`config.mk`:
```
export PLATFORM = sky130hd
export DESIGN_NAME = sync_fifo
export DESIGN_NICKNAME = d
export VERILOG_FILES = /design/src/rtl/fifo_pkg.sv /design/src/rtl/fifo_mem.sv /design/src/rtl/sync_fifo.sv
export SDC_FILE = /design/constraint.sdc
export NUM_CORES = 1
export LEC_CHECK = 0
export ABC_CLOCK_PERIOD_IN_PS = 7600
export CORE_MARGIN = 1.5
export CORE_UTILIZATION = 45
export DETAILED_ROUTE_END_ITERATION = 8
export PLACE_DENSITY_LB_ADDON = 0.12
export RECOVER_POWER = 100
export SLEW_MARGIN = 40
export SYNTH_ARGS = -nofsm -noshare
export SYNTH_HDL_FRONTEND = slang
export SYNTH_SLANG_ARGS = --single-unit
```
`constraint.sdc`:
```
create_clock -name clk -period 7.6 [get_ports clk]
set_input_delay 1.52 -clock clk [delete_from_list [all_inputs] [get_ports clk]]
set_output_delay 1.52 -clock clk [all_outputs]
set_load 0.02 [all_outputs]
```
`src/rtl/fifo_pkg.sv`:
```
// Shared FIFO definitions: read-mode constants, pointer-width helper and the
// occupancy-flag bundle. Used by both the single- and dual-clock FIFOs.
package fifo_pkg;

    localparam int FIFO_STD  = 0;
    localparam int FIFO_FWFT = 1;

    // Binary pointer width: index bits plus one wrap bit.
    function automatic int ptr_width(input int depth);
        return $clog2(depth) + 1;
    endfunction

    typedef struct packed {
        logic full;
        logic empty;
        logic almost_full;
        logic almost_empty;
    } fifo_flags_t;

endpackage

```
`src/rtl/fifo_mem.sv`:
```
// DEPTH x DATA_WIDTH flop storage: one synchronous write port and one
// asynchronous read port. Storage is never reset.
module fifo_mem #(
    parameter int DEPTH      = 8,
    parameter int DATA_WIDTH = 8,
    localparam int AW        = $clog2(DEPTH)
) (
    input  logic                  clk,
    input  logic                  we,
    input  logic [AW-1:0]         waddr,
    input  logic [DATA_WIDTH-1:0] wdata,
    input  logic [AW-1:0]         raddr,
    output logic [DATA_WIDTH-1:0] rdata
);

    logic [DATA_WIDTH-1:0] mem [DEPTH];

    always_ff @(posedge clk) begin
        if (we) begin
            mem[waddr] <= wdata;
        end
    end

    assign rdata = mem[raddr];

endmodule

```
`src/rtl/sync_fifo.sv`:
```
// Single-clock FIFO with occupancy count, almost-full/empty thresholds,
// standard or first-word-fall-through reads, flush and sticky error flags.
module sync_fifo
    import fifo_pkg::*;
#(
    parameter int DEPTH      = 8,
    parameter int DATA_WIDTH = 8,
    parameter int AF_LEVEL   = DEPTH - 1,
    parameter int AE_LEVEL   = 1,
    parameter int FWFT       = FIFO_STD
) (
    input  logic                          clk,
    input  logic                          rst,
    input  logic                          flush,
    input  logic                          wr,
    input  logic [DATA_WIDTH-1:0]         wr_data,
    input  logic                          rd,
    output logic [DATA_WIDTH-1:0]         rd_data,
    output logic                          rd_valid,
    output logic                          full,
    output logic                          empty,
    output logic                          almost_full,
    output logic                          almost_empty,
    output logic [ptr_width(DEPTH)-1:0]   count,
    output logic                          overflow,
    output logic                          underflow
);

    localparam int PW = ptr_width(DEPTH);
    localparam int AW = PW - 1;

    logic [PW-1:0]         wr_ptr;
    logic [PW-1:0]         rd_ptr;
    logic [PW-1:0]         count_q;
    logic                  rd_acc;
    logic                  wr_acc;
    logic                  mem_we;
    logic [DATA_WIDTH-1:0] head;
    fifo_flags_t           flags;

    // Flags decode straight from the registered count: no extra latency.
    always_comb begin
        flags              = '0;
        flags.full         = (count_q == PW'(DEPTH));
        flags.empty        = (count_q == '0);
        flags.almost_full  = (count_q >= PW'(AF_LEVEL));
        flags.almost_empty = (count_q <= PW'(AE_LEVEL));
    end

    // A write into a full FIFO is only taken when a read frees a slot.
    always_comb begin
        rd_acc = rd && !flags.empty;
        wr_acc = wr && (!flags.full || rd_acc);
        mem_we = wr_acc && !flush && !rst;
    end

    always_ff @(posedge clk) begin
        if (rst || flush) begin
            wr_ptr  <= '0;
            rd_ptr  <= '0;
            count_q <= '0;
        end else begin
            if (wr_acc) begin
                wr_ptr <= wr_ptr + PW'(1);
            end
            if (rd_acc) begin
                rd_ptr <= rd_ptr + PW'(1);
            end
            case ({wr_acc, rd_acc})
                2'b10:   count_q <= count_q + PW'(1);
                2'b01:   count_q <= count_q - PW'(1);
                default: count_q <= count_q;
            endcase
        end
    end

    // Sticky error flags survive flush; only reset clears them.
    always_ff @(posedge clk) begin
        if (rst) begin
            overflow  <= 1'b0;
            underflow <= 1'b0;
        end else if (!flush) begin
            if (wr && !wr_acc) begin
                overflow <= 1'b1;
            end
            if (rd && !rd_acc) begin
                underflow <= 1'b1;
            end
        end
    end

    fifo_mem #(
        .DEPTH      (DEPTH),
        .DATA_WIDTH (DATA_WIDTH)
    ) u_mem (
        .clk   (clk),
        .we    (mem_we),
        .waddr (wr_ptr[AW-1:0]),
        .wdata (wr_data),
        .raddr (rd_ptr[AW-1:0]),
        .rdata (head)
    );

    generate
        if (FWFT == FIFO_FWFT) begin : g_fwft
            assign rd_data  = head;
            assign rd_valid = !flags.empty;
        end else begin : g_std
            logic [DATA_WIDTH-1:0] rd_data_q;
            logic                  rd_valid_q;

            // rd_data holds its last value; rd_valid pulses once per read.
            always_ff @(posedge clk) begin
                if (rst) begin
                    rd_data_q  <= '0;
                    rd_valid_q <= 1'b0;
                end else if (flush) begin
                    rd_valid_q <= 1'b0;
                end else begin
                    rd_valid_q <= rd_acc;
                    if (rd_acc) begin
                        rd_data_q <= head;
                    end
                end
            end

            assign rd_data  = rd_data_q;
            assign rd_valid = rd_valid_q;
        end
    endgenerate

    assign full         = flags.full;
    assign empty        = flags.empty;
    assign almost_full  = flags.almost_full;
    assign almost_empty = flags.almost_empty;
    assign count        = count_q;

endmodule

```
# After elaboration in Yosys (flattened, before gate mapping)
# Memories as Yosys holds them, arrays and structs flattened. A register that Yosys moved wholly into a read port is not among the register bits.
# Index checks and enable logic that the tools add are counted.
# op_classes
n_addsub	4
order_cmp	2
eq_ne	3
mux	3
n_bitwise	1
reduce_logical	20
# op_table
cell	count
$add A4 B1 Y4 const B	3
$pmux W4 S2	1
$logic_and A1 B1 Y1	6
$logic_not A1 Y1	6
$reduce_and A2 Y1	3
$eq A4 B4 Y1 const B	1
$ge A4 B3 Y1 const B	1
$le A4 B1 Y1 const B	1
$logic_not A4 Y1	1
$sub A4 B1 Y4 const B	1
$eq A2 B1 Y1 const B	1
$eq A2 B2 Y1 const B	1
$logic_or A1 B1 Y1	2
$mux W1	2
$reduce_bool A2 Y1	1
$reduce_or A2 Y1	1
$not A1 Y1	1
# word_totals
reg_bits	15
mem_bits_rw	64
input_bits	13
output_inout_bits	19
elab_cells	40
memories	1
# memory_table
name	depth	word_bits	rd	rd_clocked_by_memory_dff	wr	line	source
u_mem.mem	8	8	1	1	1	fifo_mem.sv:16	logic [DATA_WIDTH-1:0] mem [DEPTH];

# Logic depth before layout (Yosys ltp)
# logic_depth
ltp_word	9
depth_mapped	7
ltp_nobuf	6

# Hierarchy
# Synthesis repeated with hierarchy kept, for this count alone.
# unflattened
hier_cells	224
area_unflattened_um2	3594.7
# modules_own_cells
module	instances	cells_each	area_per_inst_um2	seq_area_each_um2
fifo_mem	1	106	2531.2	1921.8
sync_fifo	1	118	1063.5	420.4

# Least setup slack after synthesis
# OpenSTA, ideal clock, no wires.
# synth_path
kind	input to register
from	input port flush
to	memory u_mem.mem[4][0] (enable)
setup_time_ps	383
arrival_ps	2827
slack_ps	4389
path_stages	3
path_buffers	0
cell_sequence	or2_2 > or3_1 > nor3_1
# synth_via
elab_chain_len	5
# synth_lines
element	line	source
start, declared	sync_fifo.sv:14	input logic flush,
$logic_not A1 Y1	n/a	
$logic_and A1 B1 Y1 (2 in series)	sync_fifo.sv:54	mem_we = wr_acc && !flush && !rst;
$mux W1	fifo_mem.sv:19	if (we) begin
$mux W1 (not written as such)	fifo_mem.sv:20	mem[waddr] <= wdata;
end, declared	fifo_mem.sv:16	
# Every way passes these cells.

# Worst setup path after layout
# layout_path
from	input port rst
to	memory u_mem.mem[4][6] (enable)
# layout_via
elab_chain_len	4
# layout_lines
element	line	source
start, declared	sync_fifo.sv:13	input logic rst,
$logic_not A1 Y1	sync_fifo.sv:54	
$logic_and A1 B1 Y1	sync_fifo.sv:54	
$mux W1	fifo_mem.sv:19	
$mux W1 (not written as such)	fifo_mem.sv:20	
# Every way passes these cells.

==> results.toml <==
[sta]
whs_ps = 467.9
setup_slack_ps = 3489
setup_tns_ps = 0
skew_ps = 6.676
slew_viol_final = 0
hold_viol_final = 0
setup_viol = 0
maxSlewHeadroom = 0.2914
rsz0062_at_grt = "no"
fmax_mhz = 243.3
post-route-period-util = 0.5409
tightest_slew_ps = 1055
period_needed_ps = 4111

[critical_path]
critPathLaunchType = "primary input"
cp_max_fo = 12
arrival_ps = 4080
worstSetupEndpointType = "flip-flop"
critPathKind = "primary input to flip-flop"
cp.required_ps = 7570

[run_status]
status = "finished, final reports clean"

[yosys]
synthAdderAreaFrac = 0.01767
yosys-mux-area-fraction = 0.1050
synth_cells = 251
synth_area_leaders = "edfxtp_1 54%, dfxtp_1 12%, mux2i_1 5.1%"
synth_top_family_by_area = "multiplexers"
ys_ff_latch = 85
synth.avg_cell_area_um2 = 14.10
synth-simple-area-share = 0.1022
syn_nets = 269
synth_seq_area_share = 0.6617
async_flop_share = 0
yosysMostFrequentCell = "edfxtp_1"
synth_compound_area_frac = 0.07211
synth-main-ff-cell = "edfxtp_1"
syn_area_um2 = 3540
synth_top_area_share = 0.5429
synth_edf_count = 64
synth_cell_types = 41
synth_common_cells = "64 x edfxtp_1, 31 x nor2_1, 21 x dfxtp_1, 18 x mux2i_1, 10 x nor3_1"
synth_xor_xnor_area_share = 0.01237
synth_largest_area_cell = "edfxtp_1"
ys_warn_count = 0

[floorplan]
die_y_um = 91.69
die_x_um = 91.69
rows = 32
die_area_um2 = 8407
core_um2 = 7687
initial_core_util = 0.4604
ios = 32

[clocking]
worstSkewPairLatency_ps = 350
cts_setup_buffers = 0
clockBufferDepth = 2
cts.sinks = 85
clockRootBuffer = "clkbuf_8"
tritoncts = "built"
hold_buffers = 0
cts_resized = 0
numCtsBuffers = 9
h-tree-depth = 3
clkTransAtPathRegs_ps = 80

[route]
ant_nets = 0
wirelength_um = 7216
wire_per_inst_um = 18.65
route.detailed.drc = 0
first_iter_violations = 79
dr.pass1.iters = 5
vias = 2083
routed_via_density = 5.382

[placement]
dp_slack_ps = 3425
dp_hpwl_um = 5149
place_congestion = 0.7992
dp.cells = 371
portBuffers = 31

[layout]
final_cells = 387
antenna_cells = 0
drive_gt1_frac = 0.09123
final_nets = 298
fin_util = 0.5286
syn_to_final_growth_pct = 14.81

[grt]
grt_pass1_vias = 2033
grt_max_degree = 16
grt_remaining_overflow = 0
track_usage = 0.1889
antenna_found_initial = 0
grt_pass1_wl_um = 11310

[power_and_ir_drop]
power.density_nw_per_um2 = 203.4
power.leakage_nw = 1.345
peakVddDrop_mv = 0.1390

[worst_hold_path]
hold_class = "flip-flop to flip-flop"

[job]
drv_cap = 0
==> worst paths after layout <==
check,endpoint,slack [ps],from,cells past startpoint
setup / recovery,u_mem.mem[4][6],3490,rst,4
hold / removal,overflow,470,overflow,2
setup reg to reg,u_mem.mem[4][6],4750,count[1],6
hold reg to reg,overflow,470,overflow,2
==> cell usage in the layout, fill, tap and decap left out, types with 3 or more instances in the layout <==
cell type      count
nor2b_1            3
nor3_1            11
clkbuf_8           9
nand2_1            4
a211oi_1           8
o21ai_0            3
nand2b_1           7
or3_1              4
inv_1              7
nor2_1            31
o22ai_1            8
dfxtp_1           21
mux2i_1           18
ha_1               5
a21oi_1            7
edfxtp_1          64
mux4_2             8
dlygate4sd3_1     29
xor2_1             4
==> final cells by class <==
type	count	area, um^2
tap	102	127.6
clock buffer	10	127.6
clock inverter	6	37.54
multi-input combinational	145	1085
timing repair buffer	32	317.8
sequential	85	2342
inverter	7	26.28
fill	683	3623
==> cell families (layout without fill, tap and decap cells) <==
| group | Yosys count | count (layout) |
|---|---|---|
| AND/OR/NAND/NOR | 70 | 70 |
| buffers and inverters | 21 | 55 |
| XOR/XNOR | 5 | 5 |
| adder cells (fa/ha/maj) | 5 | 5 |
| flip-flops | 85 | 85 |
| multiplexers | 27 | 27 |
| AO/OA/AOI/OAI | 38 | 38 |
==> power by group <==
group          internal (mW)  total, mW  leakage (nW)  switching, mW
logic                 0.0210     0.0528         0.517         0.0319
registers              0.503      0.508         0.747        0.00472
clock network          0.118      0.266        0.0817          0.149
total                  0.641      0.827          1.35          0.185
==> metal layers <==
| layer | up-vias | track usage | wire, um |
|---|---|---|---|
| met3 | 9 | 0.04312 | 203 |
| met2 | 42 | 0.2960 | 3504 |
| met4 | 0 | 0.07308 | 85 |
| li1 | 1012 | - | - |
| met1 | 1020 | 0.2578 | 3422 |
| met5 | - | 0 | 0 |
==> sequential cells by signal (all words and copies together), names as in the netlist <==
| name | flops |
|---|---|
| count | 4 |
| rd_ptr | 3 |
| underflow | 1 |
| wr_ptr | 3 |
| rd_data | 8 |
| rd_valid | 1 |
| overflow | 1 |
| u_mem.mem | 64 |
==> metrics by stage <==
stage               instance area [um^2]  power, mW
finish                              4064     0.8267
global route                        4064     0.8601
CTS                                 4084     0.8415
detailed placement                  3919     0.5745
global placement                    3909     0.5739
floorplan                           3540     0.5486
==> worst max-delay path, cell delays in order <==
cell           delay [ps]
dlygate4sd3_1         720
or2_0                 500
or3_1                 540
nor3_1                800
(Power assumes the default switching activity.)
